<file path="src/rtl/posit_div_operand_stage.sv">
// Posit divider operand stage: two-stage valid/ready pipeline that decodes
// the dividend and divisor posits into hidden-one mantissas and a signed
// scale difference for the downstream mantissa divider.
//   S1: captures operand signs, absolute values and raw special flags.
//   S2: holds decoded fields; all data outputs come straight from S2.
// Optional feature macro: POSIT_DIV_SPECIAL_EN enables zero/NaR detection.
// ES must be at least 1.
module posit_div_operand_stage #(
   parameter  int SIZE    = 16,
   parameter  int ES      = 1,
   localparam int SCALE_W = $clog2(SIZE) + ES + 2
) (
   input  logic                       clk,
   input  logic                       rst_n,
   input  logic                       in_valid,
   output logic                       in_ready,
   input  logic [SIZE-1:0]            X1,
   input  logic [SIZE-1:0]            X2,
   output logic                       out_valid,
   input  logic                       out_ready,
   output logic [SIZE-1:0]            x1_frac,
   output logic [SIZE-1:0]            x2_frac,
   output logic signed [SCALE_W-1:0]  scale_diff,
   output logic                       res_sign,
   output logic                       res_zero,
   output logic                       res_nar
);

   typedef struct packed {
      logic [SIZE-1:0]           frac;
      logic signed [SCALE_W-1:0] scale;
   } dec_t;

   // Regime/exponent/fraction decode of a non-negative posit magnitude.
   function automatic dec_t decode(input logic [SIZE-1:0] a);
      dec_t                      d;
      logic [SIZE-1:0]           body;
      logic [SIZE-1:0]           rem;
      logic [SIZE-1:0]           fr;
      logic [SCALE_W-1:0]        r;
      logic signed [SCALE_W-1:0] k;
      logic [ES-1:0]             e;
      logic                      rb;
      logic                      run;
      body = a << 1;                 // drop the sign position, regime at MSB
      rb   = body[SIZE-1];
      run  = 1'b1;
      r    = '0;
      for (int i = SIZE-1; i >= 1; i--) begin
         if (run && (body[i] == rb)) r = r + SCALE_W'(1);
         else                        run = 1'b0;
      end
      // Skip run plus terminator; shifting past the word leaves zeros, which
      // is exactly the "cut-off bits read as 0" rule for exponent and fraction.
      rem     = body << (r + SCALE_W'(1));
      e       = rem[SIZE-1 -: ES];
      fr      = rem << ES;
      k       = rb ? $signed(r - SCALE_W'(1)) : $signed(-r);
      d.frac  = {1'b1, {(SIZE-1){1'b0}}} | (fr >> 1);
      d.scale = (k <<< ES) + $signed({{(SCALE_W-ES){1'b0}}, e});
      return d;
   endfunction

   logic                     s1_valid_q, s1_valid_d;
   logic                     s1_sgn1_q,  s1_sgn1_d;
   logic                     s1_sgn2_q,  s1_sgn2_d;
   logic [SIZE-1:0]          s1_abs1_q,  s1_abs1_d;
   logic [SIZE-1:0]          s1_abs2_q,  s1_abs2_d;
   logic                     s2_valid_q, s2_valid_d;
   logic [SIZE-1:0]          s2_f1_q,    s2_f1_d;
   logic [SIZE-1:0]          s2_f2_q,    s2_f2_d;
   logic signed [SCALE_W-1:0] s2_sd_q,   s2_sd_d;
   logic                     s2_sgn_q,   s2_sgn_d;
   logic                     s1_adv;
   dec_t                     dec1, dec2;

`ifdef POSIT_DIV_SPECIAL_EN
   localparam logic [SIZE-1:0] NAR_PAT = {1'b1, {(SIZE-1){1'b0}}};
   logic s1_z1_q, s1_z1_d, s1_n1_q, s1_n1_d;
   logic s1_z2_q, s1_z2_d, s1_n2_q, s1_n2_d;
   logic s2_zero_q, s2_zero_d, s2_nar_q, s2_nar_d;
   logic sp_nar, sp_zero;
`endif

   // S1 moves on when S2 is free or S2 drains this cycle.
   assign s1_adv   = !s2_valid_q | out_ready;
   assign in_ready = !s1_valid_q | s1_adv;

   assign dec1 = decode(s1_abs1_q);
   assign dec2 = decode(s1_abs2_q);

`ifdef POSIT_DIV_SPECIAL_EN
   assign sp_nar  = s1_n1_q | s1_n2_q | s1_z2_q;
   assign sp_zero = s1_z1_q & !sp_nar;
`endif

   // S1 next state: capture signs, magnitudes and raw special patterns.
   always_comb begin
      s1_valid_d = s1_valid_q;
      s1_sgn1_d  = s1_sgn1_q;
      s1_sgn2_d  = s1_sgn2_q;
      s1_abs1_d  = s1_abs1_q;
      s1_abs2_d  = s1_abs2_q;
`ifdef POSIT_DIV_SPECIAL_EN
      s1_z1_d = s1_z1_q;
      s1_n1_d = s1_n1_q;
      s1_z2_d = s1_z2_q;
      s1_n2_d = s1_n2_q;
`endif
      if (in_ready) begin
         s1_valid_d = in_valid;
         if (in_valid) begin
            s1_sgn1_d = X1[SIZE-1];
            s1_sgn2_d = X2[SIZE-1];
            s1_abs1_d = X1[SIZE-1] ? -X1 : X1;
            s1_abs2_d = X2[SIZE-1] ? -X2 : X2;
`ifdef POSIT_DIV_SPECIAL_EN
            s1_z1_d = (X1 == '0);
            s1_n1_d = (X1 == NAR_PAT);
            s1_z2_d = (X2 == '0);
            s1_n2_d = (X2 == NAR_PAT);
`endif
         end
      end
   end

   // S2 next state: decoded fields, cleared when a special result applies.
   always_comb begin
      s2_valid_d = s2_valid_q;
      s2_f1_d    = s2_f1_q;
      s2_f2_d    = s2_f2_q;
      s2_sd_d    = s2_sd_q;
      s2_sgn_d   = s2_sgn_q;
`ifdef POSIT_DIV_SPECIAL_EN
      s2_zero_d = s2_zero_q;
      s2_nar_d  = s2_nar_q;
`endif
      if (s1_adv) begin
         s2_valid_d = s1_valid_q;
         if (s1_valid_q) begin
            s2_f1_d  = dec1.frac;
            s2_f2_d  = dec2.frac;
            s2_sd_d  = dec1.scale - dec2.scale;
            s2_sgn_d = s1_sgn1_q ^ s1_sgn2_q;
`ifdef POSIT_DIV_SPECIAL_EN
            s2_zero_d = sp_zero;
            s2_nar_d  = sp_nar;
            if (sp_zero | sp_nar) begin
               s2_f1_d  = '0;
               s2_f2_d  = '0;
               s2_sd_d  = '0;
               s2_sgn_d = 1'b0;
            end
`endif
         end
      end
   end

   // Pipeline registers with synchronous clear; reset drops in-flight pairs.
   always_ff @(posedge clk) begin
      if (!rst_n) begin
         s1_valid_q <= 1'b0;
         s1_sgn1_q  <= 1'b0;
         s1_sgn2_q  <= 1'b0;
         s1_abs1_q  <= '0;
         s1_abs2_q  <= '0;
         s2_valid_q <= 1'b0;
         s2_f1_q    <= '0;
         s2_f2_q    <= '0;
         s2_sd_q    <= '0;
         s2_sgn_q   <= 1'b0;
`ifdef POSIT_DIV_SPECIAL_EN
         s1_z1_q   <= 1'b0;
         s1_n1_q   <= 1'b0;
         s1_z2_q   <= 1'b0;
         s1_n2_q   <= 1'b0;
         s2_zero_q <= 1'b0;
         s2_nar_q  <= 1'b0;
`endif
      end else begin
         s1_valid_q <= s1_valid_d;
         s1_sgn1_q  <= s1_sgn1_d;
         s1_sgn2_q  <= s1_sgn2_d;
         s1_abs1_q  <= s1_abs1_d;
         s1_abs2_q  <= s1_abs2_d;
         s2_valid_q <= s2_valid_d;
         s2_f1_q    <= s2_f1_d;
         s2_f2_q    <= s2_f2_d;
         s2_sd_q    <= s2_sd_d;
         s2_sgn_q   <= s2_sgn_d;
`ifdef POSIT_DIV_SPECIAL_EN
         s1_z1_q   <= s1_z1_d;
         s1_n1_q   <= s1_n1_d;
         s1_z2_q   <= s1_z2_d;
         s1_n2_q   <= s1_n2_d;
         s2_zero_q <= s2_zero_d;
         s2_nar_q  <= s2_nar_d;
`endif
      end
   end

   assign out_valid  = s2_valid_q;
   assign x1_frac    = s2_f1_q;
   assign x2_frac    = s2_f2_q;
   assign scale_diff = s2_sd_q;
   assign res_sign   = s2_sgn_q;
`ifdef POSIT_DIV_SPECIAL_EN
   assign res_zero = s2_zero_q;
   assign res_nar  = s2_nar_q;
`else
   assign res_zero = 1'b0;
   assign res_nar  = 1'b0;
`endif

endmodule

</file>
<file path="config.mk">
export PLATFORM = sky130hd
export DESIGN_NAME = posit_div_operand_stage
export DESIGN_NICKNAME = d
export VERILOG_FILES = /design/src/rtl/posit_div_operand_stage.sv
export SDC_FILE = /design/constraint.sdc
export NUM_CORES = 1
export LEC_CHECK = 0
export BUFFER_PORTS_ARGS = -buffer_cell sky130_fd_sc_hd__buf_2
export CELL_PAD_IN_SITES_DETAIL_PLACEMENT = 1
export CELL_PAD_IN_SITES_GLOBAL_PLACEMENT = 1
export CORE_AREA = 2 2 132 198
export DETAILED_ROUTE_END_ITERATION = 8
export DIE_AREA = 0 0 134 200
export MAX_ROUTING_LAYER = met4
export PLACE_DENSITY_LB_ADDON = 0.08
export REMOVE_ABC_BUFFERS = 1
export SETUP_SLACK_MARGIN = 0.3
export SLEW_MARGIN = 20
export SYNTH_ARGS = -nofsm -noshare
export SYNTH_HDL_FRONTEND = slang
export SYNTH_SLANG_ARGS = --single-unit
export TNS_END_PERCENT = 1
</file>
<file path="constraint.sdc">
create_clock -name clk -period 8.9 [get_ports clk]
set_clock_uncertainty 0.05 [all_clocks]
set_input_delay 1.78 -clock clk [delete_from_list [all_inputs] [get_ports clk]]
set_output_delay 1.78 -clock clk [all_outputs]
set_load 0.1 [all_outputs]
</file>
# After elaboration in Yosys (flattened, before gate mapping)
# Cells that the tools add are included.
totals:
  reg_bits: 74
  latch_bits: 0
  ram_bits: 0
  rom_bits: 0
  in_bits: 36
  wordCells: 168
  mem_count: 0
op_classes:
  n_addsub: 37
  mul: 0
  div_mod_pow: 0
  n_lt_le_gt_ge: 0
  eq_ne: 28
  n_shift: 2
  mux: 58
  bitwise_logic: 3
  n_reduce_logical: 30
ops:
  columns: ["operator", "count"]
  rows:
  - ["adder 7 x 1 -> 7 bit, second input constant", 27]
  - ["two-way mux 7 bit", 26]
  - ["left shift 16 x 7 -> 16 bit", 2]
  - ["two-way mux 15 bit", 2]
  - ["negation 15 bit", 2]
  - ["equality test 1 bit", 28]
  - ["logical AND 1 bit", 26]
  - ["two-way mux 1 bit", 26]
  - ["adder 7 x 2 -> 7 bit", 2]
  - ["two-way mux 6 bit", 2]
  - ["negation 6 bit", 2]
  - ["subtractor 6 x 1 -> 6 bit, second input constant", 2]
  - ["subtractor 7 bit", 1]
  - ["two-way mux 2 bit", 2]
  - ["AND reduction 2 bit", 2]
  - ["adder 2 x 1 -> 3 bit, second input constant", 1]
  - ["logical NOT 1 bit", 2]
  - ["OR 1 bit", 2]
  - ["bitwise XOR 1 bit", 1]

# Logic depth before layout (Yosys ltp)
# Gate-level depths: netlist of run 1.
depth:
  ltp_word: 32
  depth_mapped: 54
  mapped_depth_nobuf: 50

# Worst setup path before layout of run 1
# Ideal clock, no wire load.
synth_path:
  kind: "register to register"
  start: "register s1_abs1_q[14]"
  end: "register s2_sd_q[6] (netlist: scale_diff[6])"
  arrival_time_ns: 9.698
  setup_slack_ns: -0.919
  stages_incl_launch_ff: 51
  n_path_buf: 3
  period_less_slack_ns: 9.819
  cell_sequence: "dfxtp_1 buf_2 buf_1 clkbuf_1 nor3_1 a31oi_1 ha_1 a21o_1 ha_1 o21a_1 ha_1 nand2_1 nand2_1 ha_1 mux2i_1 o21a_1 inv_1 nor2_1 (+15 left out) xor2_1 nor2_1 xnor2_2 xnor2_1 mux2i_1 nand2_1 o21ai_1 or3_1 ha_1 fa_1 nand2_1 a21oi_1 o21bai_1 a21oi_1 xnor2_1 xnor2_1 xnor3_1 a21oi_1"
synth_via:
  elab_chain_len: 32
  word_cells_on_any_way: 74
  classes_between: "add/sub (18); eq/ne (14); shift (1); mux (28); reduce/logical (13)"
synth_lines:
  columns: ["item", "line_no", "source"]
  rows:
  - ["from (decl)", "67", "logic [SIZE-1:0] s1_abs1_q, s1_abs1_d;"]
  - ["from (signal assigned)", "184", "s1_abs1_q <= s1_abs1_d;"]
  - ["equality test 1 bit", "50", "if (run && (body[i] == rb)) r = r + SCALE_W'(1);"]
  - ["two-way mux 2 bit / two-way mux 1 bit (equally long branches)", "50", null]
  - ["adder 2 x 1 -> 3 bit / logical AND 1 bit (equally long branches)", "50", null]
  - ["two-way mux 7 bit / two-way mux 1 bit (equally long branches)", "50", null]
  - ["adder 7 x 1 -> 7 bit / logical AND 1 bit (equally long branches)", "50", null]
  - ["two-way mux 7 bit / two-way mux 1 bit (equally long branches)", "50", null]
  - ["adder 7 x 1 -> 7 bit / logical AND 1 bit (equally long branches)", "50", null]
  - ["two-way mux 7 bit / two-way mux 1 bit (equally long branches)", "50", null]
  - ["(+16 left out)", null, null]
  - ["adder 7 x 1 -> 7 bit / logical AND 1 bit (equally long branches)", "50", null]
  - ["two-way mux 7 bit / two-way mux 1 bit (equally long branches)", "50", null]
  - ["adder 7 x 1 -> 7 bit / logical AND 1 bit (equally long branches)", "50", null]
  - ["two-way mux 7 bit", "50", null]
  - ["adder 7 x 1 -> 7 bit (tied with other cells)", "55", "rem = body << (r + SCALE_W'(1));"]
  - ["left shift 16 x 7 -> 16 bit / two-way mux 6 bit (equally long branches)", "55, 58", null]
  - ["adder 7 x 2 -> 7 bit (*)", "60", "d.scale = (k <<< ES) + $signed({{(SCALE_W-ES){1'b0}}, e});"]
  - ["subtractor 7 bit (*)", "143", "s2_sd_d = dec1.scale - dec2.scale;"]
  - ["to (signal assigned)", "189", "s2_sd_q <= s2_sd_d;"]
  - ["to (decl)", "72", "logic signed [SCALE_W-1:0] s2_sd_q, s2_sd_d;"]
# Every way passes the cells marked *; elsewhere a longest branch is shown, timed or not.
# A chain may end at the register's enable or synchronous reset.

# Worst setup path after layout of run 1
layout_path:
  start: "register s1_abs1_q[11]"
  end: "register s2_sd_q[6] (netlist: scale_diff[6])"
layout_via:
  elab_chain_len: 29
  word_cells_on_any_way: 54
  classes_between: "add/sub (16); eq/ne (1); shift (1); mux (24); reduce/logical (12)"
layout_lines:
  columns: ["item", "line_no"]
  rows:
  - ["equality test 1 bit", "50"]
  - ["logical AND 1 bit", "50"]
  - ["two-way mux 7 bit / two-way mux 1 bit (equally long branches)", "50"]
  - ["adder 7 x 1 -> 7 bit / logical AND 1 bit (equally long branches)", "50"]
  - ["two-way mux 7 bit / two-way mux 1 bit (equally long branches)", "50"]
  - ["adder 7 x 1 -> 7 bit / logical AND 1 bit (equally long branches)", "50"]
  - ["two-way mux 7 bit / two-way mux 1 bit (equally long branches)", "50"]
  - ["adder 7 x 1 -> 7 bit / logical AND 1 bit (equally long branches)", "50"]
  - ["(+13 left out)", null]
  - ["adder 7 x 1 -> 7 bit / logical AND 1 bit (equally long branches)", "50"]
  - ["two-way mux 7 bit / two-way mux 1 bit (equally long branches)", "50"]
  - ["adder 7 x 1 -> 7 bit / logical AND 1 bit (equally long branches)", "50"]
  - ["two-way mux 7 bit", "50"]
  - ["adder 7 x 1 -> 7 bit (tied with other cells)", "55"]
  - ["left shift 16 x 7 -> 16 bit / two-way mux 6 bit (equally long branches)", "55, 58"]
  - ["adder 7 x 2 -> 7 bit (*)", "60"]
  - ["subtractor 7 bit (*)", "143"]
# Marks and branches as above.

==> flow_results.xml, run 1 <==
<?xml version="1.0" encoding="UTF-8"?>
<metrics>
  <group name="final_layout">
    <metric name="antenna_cells" unit="">0</metric>
    <metric name="stdcell_area" unit="µm²">10700</metric>
    <metric name="drive_gt1_share" unit="%">25.1</metric>
    <metric name="synthToLayoutAreaGrowth" unit="%">24.4</metric>
    <metric name="final-seq-area" unit="µm²">1430</metric>
    <metric name="multi_input_gate_area_in_the_final_layout" unit="µm²">6940</metric>
    <metric name="fillers" unit="">3140</metric>
    <metric name="final_stage_net_count" unit="">1364</metric>
  </group>
  <group name="route">
    <metric name="detailroute.via_count" unit="">8815</metric>
    <metric name="mean_number_of_vias_per_cell" unit="">5.42</metric>
    <metric name="totalWireLength" unit="mm">29.3</metric>
    <metric name="drcViolationCount" unit="">0</metric>
    <metric name="detail_route.iter0.violations" unit="">348</metric>
    <metric name="post_drt_wl_per_cell" unit="µm">18.0</metric>
    <metric name="detail_route.first_pass.iterations" unit="">4</metric>
    <metric name="ant_nets" unit="">0</metric>
  </group>
  <group name="global_route">
    <metric name="track_usage" unit="%">22.9</metric>
    <metric name="antenna_found_initial" unit="">0</metric>
    <metric name="maximum_number_of_pins_on_one_net_before_global_route_repair" unit="">54</metric>
    <metric name="gr-total-overflow" unit="">0</metric>
    <metric name="via_count_of_the_first_global_routing_pass" unit="">9070</metric>
    <metric name="wire_length_of_the_first_global_routing_pass" unit="mm">47.1</metric>
  </group>
  <group name="power_and_ir_drop">
    <metric name="clock_power_share" unit="%">12.7</metric>
    <metric name="seq_power_share" unit="%">14.5</metric>
    <metric name="power.net_switching" unit="µW">1290</metric>
    <metric name="leakage" unit="µW">0.00479</metric>
    <metric name="netSwitchingFraction" unit="%">47.4</metric>
    <metric name="power_density" unit="nW/µm²">254</metric>
    <metric name="cellInternalPower" unit="µW">1430</metric>
    <metric name="share_comb_of_total_power" unit="%">72.7</metric>
    <metric name="vdd_drop_max" unit="µV">146</metric>
    <metric name="design_power_total" unit="µW">2720</metric>
  </group>
  <group name="clocking">
    <metric name="cts.hold.buffers_added" unit="">0</metric>
    <metric name="clkSinkCount" unit="">71</metric>
    <metric name="cts.htree.levels" unit="">3</metric>
    <metric name="tritoncts" unit="">yes</metric>
    <metric name="clock_slew_at_the_register_clock_pins_of_the_worst_setup_and_hold_paths" unit="ns">0.06</metric>
    <metric name="longest_clk_path_bufs" unit="">2</metric>
    <metric name="tritoncts.num_buffers" unit="">9</metric>
    <metric name="ctsRootBufferMaster" unit="">clkbuf_16</metric>
    <metric name="worst_skew_late_latency" unit="ns">0.36</metric>
  </group>
  <group name="placement">
    <metric name="dpl-instance-area" unit="µm²">10000</metric>
    <metric name="place_hpwl" unit="mm">23.7</metric>
    <metric name="port_buffers" unit="">75</metric>
    <metric name="gp_congestion" unit="">0.848</metric>
  </group>
  <group name="timing">
    <metric name="final_hold_viol_count" unit="">0</metric>
    <metric name="unrepaired_setup_endpoints_after_global_routing" unit="">true</metric>
    <metric name="worst-slew-pin-transition" unit="ns">0.960</metric>
    <metric name="clock.fmax" unit="MHz">114</metric>
    <metric name="slew_violations" unit="">0</metric>
    <metric name="final_min_period_over_clock_period" unit="%">98.9</metric>
    <metric name="final-setup-viol-count" unit="">0</metric>
    <metric name="slew_headroom" unit="%">36.0</metric>
    <metric name="hold_ws" unit="ns">0.395</metric>
    <metric name="fin_crit" unit="ns">8.80</metric>
  </group>
  <group name="floorplan">
    <metric name="io_pins" unit="">80</metric>
    <metric name="std_cell_rows" unit="">71</metric>
    <metric name="die_area" unit="µm²">26800</metric>
    <metric name="starting_density_of_the_core" unit="%">34.5</metric>
    <metric name="core-area" unit="µm²">25000</metric>
    <metric name="die_h" unit="µm">200</metric>
    <metric name="chipWidth" unit="µm">134</metric>
  </group>
  <group name="worst_setup_path">
    <metric name="worst_ep_arrival_time" unit="ns">9.04</metric>
    <metric name="timing.critical_path.to_type" unit="">flop</metric>
    <metric name="critPathKind" unit="">reg2reg</metric>
    <metric name="cp_slowest_cell" unit="">or4_4</metric>
    <metric name="worst_setup_path_start_kind" unit="">flop</metric>
    <metric name="critPathRequiredTime" unit="ns">9.14</metric>
    <metric name="critical_path.most_common_cell" unit="">ha_4</metric>
    <metric name="crit_fanout" unit="">9</metric>
    <metric name="worst_path_largest_cell_delay" unit="ns">0.55</metric>
  </group>
  <group name="synth">
    <metric name="postSynth.topFlopCell" unit="">dfxtp_1</metric>
    <metric name="synth.distinct_cells" unit="">97</metric>
    <metric name="top_area_cells_in_the_synthesized_netlist" unit="">dfxtp_1 (17%), mux2i_1 (8.6%), nand2_1 (6.3%)</metric>
    <metric name="post_synth_most_frequent_cells" unit="">nand2_1 (145), mux2i_1 (74), dfxtp_1 (71)</metric>
    <metric name="postSynthRegisterBits" unit="">71</metric>
    <metric name="number_of_flops_mapped_to_enable_cells_by_yosys" unit="">0</metric>
    <metric name="proportion_of_netlist_area_held_by_the_largest_area_contributor" unit="%">16.5</metric>
    <metric name="synthesis.yosys.warnings" unit="">0</metric>
    <metric name="synthesis.instances" unit="">1135</metric>
    <metric name="async_reset_ff_share" unit="%">0</metric>
    <metric name="syn_area" unit="µm²">8610</metric>
    <metric name="avgSynthCellArea" unit="µm²">7.58</metric>
    <metric name="synthMostInstantiatedCell" unit="">nand2_1</metric>
    <metric name="synth_area_leader_cell" unit="">dfxtp_1</metric>
    <metric name="ys_seq_area_share" unit="%">16.5</metric>
  </group>
  <group name="hold_path">
    <metric name="worst_hold_path_type" unit="">reg2reg</metric>
  </group>
  <group name="flow_run">
    <metric name="count_of_maximum_capacitance_violations" unit="">0</metric>
  </group>
  <group name="run_status">
    <metric name="run_status" unit="">finished clean</metric>
  </group>
</metrics>
## through the flow
stage / setup WS, ns / util [%] / cells / TNS (ns)
global placement: -0.303 / 40.1 / 1590 / -0.303
floorplan: -1.19 / - / 1059 / -3.59
detailed placement: -0.492 / 40.1 / 1590 / -0.613
CTS: 0.0224 / 42.3 / 1621 / 0
finish: 0.0965 / 42.9 / 1625 / 0
global route: -0.475 / 42.9 / 1625 / -1.29
## path summary, 6_finish.rpt
kind / startpoint / to / slack [ns] / depth (start not counted)
worst max-delay path: s1_abs1_q[11] / scale_diff[6] / 0.1 / 43
worst min-delay path: x1_frac[3] / x1_frac[3] / 0.39 / 2
worst min register to register: x1_frac[3] / x1_frac[3] / 0.39 / 2
worst max register to register: s1_abs1_q[11] / scale_diff[6] / 0.1 / 43
## timing repair
item	CTS	global route
endpoints found under the setup margin	5	7
setup buffers	15	4
resized for setup	33	28
pin swaps	37	27
## per-layer routing
| layer | routed length, µm | up-vias | GRT usage, % |
|---|---|---|---|
| met5 | 0 | - | - |
| met4 | 828 | 0 | 7.92 |
| met2 | 17300 | 69 | 47.1 |
| li1 | - | 4396 | - |
| met3 | 357 | 39 | 2.50 |
| met1 | 10800 | 4311 | 21.5 |
## cell type report
class | instances | share of cell area, %
well taps | 328 | 3.83
clock buffers | 11 | 2.27
inverters | 38 | 1.33
clock inverters | 5 | 0.315
multi-input cells | 950 | 64.8
flip-flops and latches | 71 | 13.4
repair buffers | 222 | 14.1
## cell usage in the layout, fill, tap and decap left out, types with 10 or more instances in the layout
master | Yosys | final
a21o_1 | 13 | 13
a21oi_1 | 52 | 48
a22o_1 | 10 | 10
and2_1 | 22 | 21
and3_1 | 16 | 16
buf_2 | 14 | 75
buf_4 | 11 | 142
dfxtp_1 | 71 | 66
ha_1 | 35 | 27
inv_1 | 38 | 37
mux2i_1 | 74 | 71
nand2_1 | 145 | 142
nand2b_1 | 11 | 11
nand3_1 | 38 | 38
nand4_1 | 15 | 15
nor2_1 | 63 | 59
nor2b_1 | 17 | 15
nor3_1 | 27 | 26
o211a_1 | 27 | 27
o211ai_1 | 12 | 12
o21a_1 | 14 | 14
o21ai_0 | 58 | 56
o21ai_1 | 15 | 17
or3_1 | 17 | 16
xnor2_1 | 53 | 49
xor2_1 | 43 | 43
## registers in the layout, summed over array words and instances (netlist names)
register    count
s1_abs1_q      15
s1_abs2_q      15
x1_frac        15
x2_frac        14
scale_diff      7
out_valid       1
res_sign        1
s1_sgn1_q       1
s1_sgn2_q       1
s1_valid_q      1
## cell families after synthesis
| logic type | synth area share (%) |
|---|---|
| buffers and inverters | 6.05 |
| AO/OA/AOI/OAI | 23.7 |
| XOR/XNOR | 13.2 |
| multiplexers | 9.55 |
| AND/OR/NAND/NOR | 25.5 |
| adder cells (fa/ha/maj) | 5.44 |
| flip-flops | 16.5 |
| other | 0.0436 |
## critical path, delay by kind of cell (launching register included)
| kind | cells | cell delay (ns) |
|---|---|---|
| adder cells (fa/ha/maj) | 11 | 3.04 |
| multiplexers | 6 | 1.12 |
| buffers and inverters | 3 | 0.37 |
| flip-flops | 1 | 0.33 |
| AND/OR/NAND/NOR | 7 | 1.35 |
| XOR/XNOR | 3 | 0.56 |
| AO/OA/AOI/OAI | 13 | 1.89 |
## power groups by stage
stage / logic, µW / clock network (µW) / registers, µW
2_1_floorplan: 1060 / 0 / 576
3_3_place_gp: 1830 / 0 / 400
3_5_place_dp: 1850 / 0 / 402
4_1_cts: 1920 / 357 / 395
5_1_grt: 2170 / 368 / 400
6_report: 1980 / 346 / 394
Note: power is estimated with default switching activity, not from simulation.
==> run 2, diff against run 1 <==
--- a/config.mk
+++ b/config.mk
@@ -5,12 +5,14 @@
 export SDC_FILE = /design/constraint.sdc
 export NUM_CORES = 1
 export LEC_CHECK = 0
+export ABC_AREA = 1
 export BUFFER_PORTS_ARGS = -buffer_cell sky130_fd_sc_hd__buf_2
+export CAP_MARGIN = 20
 export CELL_PAD_IN_SITES_DETAIL_PLACEMENT = 1
 export CELL_PAD_IN_SITES_GLOBAL_PLACEMENT = 1
-export CORE_AREA = 2 2 132 198
+export CORE_AREA = 2 2 126 190
 export DETAILED_ROUTE_END_ITERATION = 8
-export DIE_AREA = 0 0 134 200
+export DIE_AREA = 0 0 128 192
 export MAX_ROUTING_LAYER = met4
 export PLACE_DENSITY_LB_ADDON = 0.08
 export REMOVE_ABC_BUFFERS = 1
==> run 2 against run 1 <==
Net effect:
- first-iteration DRC count down 5.7%
- routed wire length fell by 0.81%
- via count is 4.7% higher
- register-to-register slack hardly changed
- worst hold slack better by 0.017 ns
- final cell count rose by 11%
- design area rose by 1.8%
- utilization grew 4.9 points
==> flow_results.xml, run 2 <==
<?xml version="1.0" encoding="UTF-8"?>
<metrics>
  <group name="flow_run">
    <metric name="count_of_maximum_capacitance_violations" unit="">0</metric>
  </group>
  <group name="synth">
    <metric name="synthesis.instances" unit="">1268</metric>
    <metric name="async_reset_ff_share" unit="%">0</metric>
    <metric name="top_area_cells_in_the_synthesized_netlist" unit="">dfxtp_1 (18%), nand2_1 (14%), nand3_1 (9.4%)</metric>
    <metric name="postSynth.topFlopCell" unit="">dfxtp_1</metric>
    <metric name="post_synth_most_frequent_cells" unit="">nand2_1 (300), inv_1 (148), nand3_1 (148)</metric>
    <metric name="synth.distinct_cells" unit="">55</metric>
    <metric name="avgSynthCellArea" unit="µm²">6.25</metric>
    <metric name="synth_area_leader_cell" unit="">dfxtp_1</metric>
    <metric name="postSynthRegisterBits" unit="">71</metric>
    <metric name="synthesis.yosys.warnings" unit="">0</metric>
    <metric name="proportion_of_netlist_area_held_by_the_largest_area_contributor" unit="%">17.9</metric>
    <metric name="synthMostInstantiatedCell" unit="">nand2_1</metric>
    <metric name="syn_area" unit="µm²">7920</metric>
    <metric name="ys_seq_area_share" unit="%">17.9</metric>
    <metric name="number_of_flops_mapped_to_enable_cells_by_yosys" unit="">0</metric>
  </group>
  <group name="floorplan">
    <metric name="die_area" unit="µm²">24600</metric>
    <metric name="core-area" unit="µm²">22800</metric>
    <metric name="io_pins" unit="">80</metric>
    <metric name="starting_density_of_the_core" unit="%">34.7</metric>
    <metric name="std_cell_rows" unit="">68</metric>
    <metric name="chipWidth" unit="µm">128</metric>
    <metric name="die_h" unit="µm">192</metric>
  </group>
  <group name="worst_setup_path">
    <metric name="worst_path_largest_cell_delay" unit="ns">0.41</metric>
    <metric name="crit_fanout" unit="">8</metric>
    <metric name="cp_slowest_cell" unit="">dfxtp_4</metric>
    <metric name="critPathRequiredTime" unit="ns">9.09</metric>
    <metric name="worst_setup_path_start_kind" unit="">flop</metric>
    <metric name="timing.critical_path.to_type" unit="">flop</metric>
    <metric name="critical_path.most_common_cell" unit="">buf_4</metric>
    <metric name="critPathKind" unit="">reg2reg</metric>
    <metric name="reg2reg_setup_slack" unit="ns">0.10</metric>
    <metric name="worst_ep_arrival_time" unit="ns">8.98</metric>
  </group>
  <group name="timing">
    <metric name="fin_crit" unit="ns">8.80</metric>
    <metric name="final_min_period_over_clock_period" unit="%">98.8</metric>
    <metric name="setup_total_negative_slack" unit="ns">0</metric>
    <metric name="clock.fmax" unit="MHz">114</metric>
    <metric name="slew_violations" unit="">0</metric>
    <metric name="unrepaired_setup_endpoints_after_global_routing" unit="">true</metric>
    <metric name="worst-slew-pin-transition" unit="ns">0.844</metric>
    <metric name="setup_ws" unit="ns">0.103</metric>
    <metric name="final_hold_viol_count" unit="">0</metric>
    <metric name="final-setup-viol-count" unit="">0</metric>
    <metric name="slew_headroom" unit="%">43.7</metric>
  </group>
  <group name="clocking">
    <metric name="cts.hold.buffers_added" unit="">0</metric>
    <metric name="clkSinkCount" unit="">71</metric>
    <metric name="ctsRootBufferMaster" unit="">clkbuf_16</metric>
    <metric name="worst_skew_late_latency" unit="ns">0.37</metric>
    <metric name="tritoncts" unit="">yes</metric>
    <metric name="longest_clk_path_bufs" unit="">2</metric>
    <metric name="cts.htree.levels" unit="">3</metric>
    <metric name="clock_slew_at_the_register_clock_pins_of_the_worst_setup_and_hold_paths" unit="ns">0.06</metric>
    <metric name="tritoncts.num_buffers" unit="">9</metric>
  </group>
  <group name="route">
    <metric name="ant_nets" unit="">0</metric>
    <metric name="detailroute.via_count" unit="">9227</metric>
    <metric name="met2WireLength" unit="mm">17.1</metric>
    <metric name="post_drt_wl_per_cell" unit="µm">16.1</metric>
    <metric name="detail_route.first_pass.iterations" unit="">5</metric>
    <metric name="drcViolationCount" unit="">0</metric>
    <metric name="met3_wirelength" unit="µm">492</metric>
    <metric name="detail_route.wirelength.met1" unit="mm">10.2</metric>
    <metric name="uppermost_layer_routed" unit="">met4</metric>
    <metric name="mean_number_of_vias_per_cell" unit="">5.12</metric>
    <metric name="detail_route.iter0.violations" unit="">328</metric>
    <metric name="totalWireLength" unit="mm">29.1</metric>
  </group>
  <group name="final_layout">
    <metric name="antenna_cells" unit="">0</metric>
    <metric name="fillers" unit="">2997</metric>
    <metric name="most-common-layout-cells" unit="">nand2_1 (252), buf_4 (192), inv_1 (138), nand3_1 (125), nand2_2 (82)</metric>
    <metric name="drive_gt1_share" unit="%">37.3</metric>
    <metric name="synthToLayoutAreaGrowth" unit="%">37.6</metric>
    <metric name="leading_cell_type_in_the_layout_fill_and_taps_excluded" unit="">nand2_1</metric>
    <metric name="post_layout_nonfiller_instances" unit="">1802</metric>
    <metric name="final_stage_net_count" unit="">1589</metric>
  </group>
  <group name="placement">
    <metric name="port_buffers" unit="">75</metric>
    <metric name="post-place-cells" unit="">1689</metric>
    <metric name="gp_congestion" unit="">0.891</metric>
    <metric name="place_hpwl" unit="mm">21.8</metric>
    <metric name="dp_worst_setup_slack" unit="ns">-0.772</metric>
  </group>
  <group name="power_and_ir_drop">
    <metric name="design_power_total" unit="µW">3050</metric>
    <metric name="vdd_drop_max" unit="µV">159</metric>
    <metric name="leakage" unit="µW">0.00539</metric>
    <metric name="power_density" unit="nW/µm²">280</metric>
  </group>
  <group name="hold_path">
    <metric name="worst_hold_path_type" unit="">reg2reg</metric>
  </group>
  <group name="global_route">
    <metric name="maximum_number_of_pins_on_one_net_before_global_route_repair" unit="">59</metric>
    <metric name="wire_length_of_the_first_global_routing_pass" unit="mm">46.1</metric>
    <metric name="gr-total-overflow" unit="">0</metric>
    <metric name="via_count_of_the_first_global_routing_pass" unit="">9526</metric>
    <metric name="track_usage" unit="%">24.4</metric>
    <metric name="antenna_found_initial" unit="">0</metric>
  </group>
  <group name="run_status">
    <metric name="run_status" unit="">finished clean</metric>
  </group>
</metrics>
[run 2: changes by cell type after synthesis, sizes merged, moves of 24 or more]
cell,previous run,this run
xnor2,60,24
inv,38,174
nand3,40,176
nand4,16,40
nor2,64,92
o211a,27,0
nand2,145,360
mux2i,75,0
[run 2: cells by family after synthesis]
group           after synthesis  share of synthesized area, %
buf+inv                     232                          12.1
flops                        71                          17.9
simple gates                702                          45.7
xor+xnor                     57                          6.49
compound gates              169                          12.0
fa+ha+maj                    36                          5.78
other cells                   1                        0.0473
[run 2: path summary, 6_finish.rpt]
kind,from,end,cells past startpoint
setup / recovery,s1_abs2_q[14],x2_frac[7],69
hold / removal,x1_frac[10],x1_frac[10],2
setup reg to reg,s1_abs2_q[14],x2_frac[7],69
hold reg to reg,x1_frac[10],x1_frac[10],2
[run 2: area by class of cell]
cell class	instances	area (µm²)	area share, %
Clock inverter	7	56.3	0.517
Multi-Input combinational cell	968	6120	56.1
Sequential cell	71	1440	13.2
Inverter	186	708	6.50
Timing Repair Buffer	281	2000	18.4
Tap cell	280	350	3.22
Clock buffer	9	225	2.07
[run 2: what timing repair did]
action | CTS | global route
buffers inserted | 84 | 13
hold endpoints to repair | 0 | 0
setup endpoints to repair | 6 | 5
gates resized for setup | 95 | 65
pin swaps | 99 | 60
[run 2: layer usage]
layer	vias to the layer above	track usage [%]
met2	110	49.8
met3	81	2.31
met5	-	-
li1	4604	-
met4	0	11.8
met1	4432	21.8
[run 2: power breakdown]
part | total [µW] | leakage, µW | switching (µW) | internal [µW]
Clock | 361 | 0.000130 | 169 | 192
Combinational | 2290 | 0.00467 | 1350 | 937
Sequential | 403 | 0.000587 | 39.2 | 364
Total | 3050 | 0.00539 | 1560 | 1490
[run 2: through the flow]
stage | utilization [%] | instance area, µm² | hold WS (ns)
after CTS | 46.2 | 10500 | 0.416
after global routing | 47.8 | 10900 | 0.436
final | 47.8 | 10900 | 0.412
after global placement | 40.6 | 9250 | 0.401
after detailed placement | 40.6 | 9250 | 0.406
after floorplan | - | 7680 | 0.439
[run 2: worst max-delay path, delay by kind of cell, from the launching register on]
kind                       cells  cell delay (ns)
buffers and inverters         26             2.66
and+or+nand+nor               29             2.64
adders and majority gates     10             2.38
DFF                            1             0.41
AOI/OAI and AO/OA              3             0.34
xor gates and xnor gates       1             0.14
==> run 3, diff against run 2 <==
==> constraint.sdc (replaced) <==
create_clock -name clk -period 10.41 [get_ports clk]
set_clock_uncertainty 0.05 [all_clocks]
set_input_delay 2.082 -clock clk [delete_from_list [all_inputs] [get_ports clk]]
set_output_delay 2.082 -clock clk [all_outputs]
set_load 0.1 [all_outputs]
==> run 3 against run 2 <==
Net effect:
- design area is 16% lower
- sequential cell count stayed put
- highest routed layer unchanged
- clock power is 5% lower
- first-iteration DRC count is 11% higher
- total power is 29% lower
- critical path type unchanged
- largest cell class unchanged
- maximum frequency is 5.9% lower
- utilization is 7.5 points lower
==> flow_results.xml, run 3 (same netlist as run 2, synthesis figures left out) <==
<?xml version="1.0" encoding="UTF-8"?>
<metrics>
  <group name="run_status">
    <metric name="run_status" unit="">finished clean</metric>
  </group>
  <group name="route">
    <metric name="detail_route.iter0.violations" unit="">365</metric>
    <metric name="detail_route.first_pass.iterations" unit="">5</metric>
    <metric name="detailroute.via_count" unit="">8469</metric>
    <metric name="drcViolationCount" unit="">0</metric>
    <metric name="mean_number_of_vias_per_cell" unit="">5.20</metric>
    <metric name="ant_nets" unit="">0</metric>
    <metric name="post_drt_wl_per_cell" unit="µm">15.9</metric>
    <metric name="totalWireLength" unit="mm">25.9</metric>
  </group>
  <group name="power_and_ir_drop">
    <metric name="vdd_drop_max" unit="µV">113</metric>
    <metric name="power_density" unit="nW/µm²">236</metric>
    <metric name="leakage" unit="µW">0.00453</metric>
    <metric name="clock_power_share" unit="%">15.8</metric>
    <metric name="design_power_total" unit="µW">2170</metric>
    <metric name="netSwitchingFraction" unit="%">53.6</metric>
    <metric name="seq_power_share" unit="%">15.9</metric>
    <metric name="share_comb_of_total_power" unit="%">68.3</metric>
    <metric name="power.net_switching" unit="µW">1160</metric>
    <metric name="cellInternalPower" unit="µW">1010</metric>
  </group>
  <group name="timing">
    <metric name="unrepaired_setup_endpoints_after_global_routing" unit="">false</metric>
    <metric name="final_hold_viol_count" unit="">0</metric>
    <metric name="final-setup-viol-count" unit="">0</metric>
    <metric name="slew_violations" unit="">0</metric>
    <metric name="fin_crit" unit="ns">9.35</metric>
    <metric name="slew_headroom" unit="%">47.5</metric>
    <metric name="setup_ws" unit="ns">1.06</metric>
    <metric name="clock.fmax" unit="MHz">107</metric>
    <metric name="hold_ws" unit="ns">0.411</metric>
    <metric name="setup_total_negative_slack" unit="ns">0</metric>
    <metric name="worst-slew-pin-transition" unit="ns">0.786</metric>
    <metric name="final_min_period_over_clock_period" unit="%">89.8</metric>
  </group>
  <group name="hold_path">
    <metric name="hold_path_startpoint" unit="">x1_frac[2]</metric>
    <metric name="hold_path_end" unit="">x1_frac[2]</metric>
    <metric name="worst_hold_path_type" unit="">reg2reg</metric>
    <metric name="worstHoldPathCells" unit="">2</metric>
  </group>
  <group name="floorplan">
    <metric name="core-area" unit="µm²">22800</metric>
    <metric name="die_h" unit="µm">192</metric>
    <metric name="die_area" unit="µm²">24600</metric>
    <metric name="std_cell_rows" unit="">68</metric>
    <metric name="starting_density_of_the_core" unit="%">34.7</metric>
    <metric name="io_pins" unit="">80</metric>
    <metric name="chipWidth" unit="µm">128</metric>
  </group>
  <group name="final_layout">
    <metric name="fillers" unit="">3072</metric>
    <metric name="antenna_cells" unit="">0</metric>
    <metric name="drive_gt1_share" unit="%">23.1</metric>
    <metric name="final-seq-area" unit="µm²">1430</metric>
    <metric name="final_stage_net_count" unit="">1417</metric>
    <metric name="multi_input_gate_area_in_the_final_layout" unit="µm²">5700</metric>
    <metric name="stdcell_area" unit="µm²">9180</metric>
    <metric name="most-common-layout-cells" unit="">nand2_1 (288), inv_1 (147), nand3_1 (139), buf_2 (75)</metric>
    <metric name="leading_cell_type_in_the_layout_fill_and_taps_excluded" unit="">nand2_1</metric>
    <metric name="synthToLayoutAreaGrowth" unit="%">15.9</metric>
  </group>
  <group name="worst_setup_path">
    <metric name="critPathKind" unit="">reg2reg</metric>
    <metric name="reg2reg_setup_slack" unit="ns">1.06</metric>
    <metric name="worst_ep_arrival_time" unit="ns">9.54</metric>
    <metric name="worst_setup_path_start_kind" unit="">flop</metric>
    <metric name="cp.buffers_inverters" unit="">9</metric>
    <metric name="critical-path-top-delay-family" unit="">simple AND/OR/NAND/NOR gates</metric>
    <metric name="timing.critical_path.to_type" unit="">flop</metric>
    <metric name="critPathRequiredTime" unit="ns">10.60</metric>
    <metric name="reg2regPathDepth" unit="">68</metric>
    <metric name="worst_path_largest_cell_delay" unit="ns">0.37</metric>
    <metric name="crit_fanout" unit="">12</metric>
    <metric name="crit_reg_reg_startpoint" unit="">s1_abs2_q[14]</metric>
    <metric name="cp_slowest_cell" unit="">dfxtp_4</metric>
    <metric name="critical_path.most_common_cell" unit="">nand2_1</metric>
    <metric name="r2r_end" unit="">scale_diff[6]</metric>
  </group>
  <group name="clocking">
    <metric name="clock_slew_at_the_register_clock_pins_of_the_worst_setup_and_hold_paths" unit="ns">0.06</metric>
    <metric name="clkSinkCount" unit="">71</metric>
    <metric name="longest_clk_path_bufs" unit="">2</metric>
    <metric name="tritoncts.num_buffers" unit="">9</metric>
    <metric name="tritoncts" unit="">yes</metric>
    <metric name="worst_skew_late_latency" unit="ns">0.36</metric>
    <metric name="ctsRootBufferMaster" unit="">clkbuf_16</metric>
    <metric name="cts.htree.levels" unit="">3</metric>
  </group>
  <group name="global_route">
    <metric name="via_count_of_the_first_global_routing_pass" unit="">8583</metric>
    <metric name="maximum_number_of_pins_on_one_net_before_global_route_repair" unit="">59</metric>
    <metric name="wire_length_of_the_first_global_routing_pass" unit="mm">42.1</metric>
    <metric name="gr-total-overflow" unit="">0</metric>
    <metric name="track_usage" unit="%">22.2</metric>
    <metric name="antenna_found_initial" unit="">0</metric>
  </group>
  <group name="placement">
    <metric name="gp_congestion" unit="">0.876</metric>
    <metric name="place_hpwl" unit="mm">20.6</metric>
    <metric name="dpl-instance-area" unit="µm²">8500</metric>
    <metric name="port_buffers" unit="">75</metric>
    <metric name="dp_worst_setup_slack" unit="ns">0.453</metric>
  </group>
  <group name="flow_run">
    <metric name="count_of_maximum_capacitance_violations" unit="">0</metric>
  </group>
</metrics>
## run 3: changes by cell type in the layout (fill, tap and decap cells not counted), moves of 10 or more
cell | before | now
buf_4 | 192 | 30
nand2_1 | 252 | 288
nand2_2 | 82 | 52
nand3_1 | 125 | 139
nand3_2 | 38 | 27
buf_6 | 11 | 1
ha_1 | 22 | 32
ha_4 | 11 | 1
## run 3: per-stage QoR
stage,utilization (%),instances
floorplan,-,1225
global placement,37.3,1592
detailed placement,37.3,1592
CTS,38.6,1606
global route,40.3,1628
finish,40.3,1628
## run 3: worst min-delay path: stages (launching register included)
cell,delay [ns]
dfxtp_1,0.30
nand2_1,0.06
a21oi_1,0.05
## run 3: power groups by stage
stage	combinational (µW)	sequential, µW	clock (µW)
global route	1660	350	360
detailed placement	1390	351	0
CTS	1400	345	352
global placement	1380	350	0
floorplan	839	546	0
finish	1480	345	343
## run 3: worst max path at each step
stage | from | end | slack [ns] | cells after the start
2_1_floorplan | s1_abs2_q[14] | scale_diff[6] | 1.01 | 68
3_3_place_gp | s1_abs2_q[14] | scale_diff[6] | 0.57 | 67
6_report | s1_abs2_q[14] | scale_diff[6] | 1.06 | 68
5_1_grt | s1_abs2_q[14] | scale_diff[6] | 0.23 | 68
4_1_cts | s1_abs2_q[14] | scale_diff[6] | 0.38 | 67
3_5_place_dp | s1_abs2_q[14] | scale_diff[6] | 0.45 | 67
## run 3: timing repair
action / in CTS / in global routing
resized for setup: 0 / 49
endpoints found under the setup margin: 0 / 4
buffers inserted: 0 / 21
hold buffers: 0 / 0
## run 3: layer usage
layer / vias up / GRT usage (%) / part of all wire, %
li1: 4261 / - / -
met1: 4068 / 20.5 / 36
met2: 89 / 45.4 / 59
met3: 51 / 2.37 / 1.8
met4: 0 / 8.41 / 3.5
met5: - / - / 0
## run 3: final cells by class
cell class,instances,share of cell area [%]
clock inverters,3,0.750
inverters,186,7.73
clock buffers,11,2.64
multi-input cells,968,62.1
flip-flops and latches,71,15.6
repair buffers,109,7.37
well taps,280,3.82
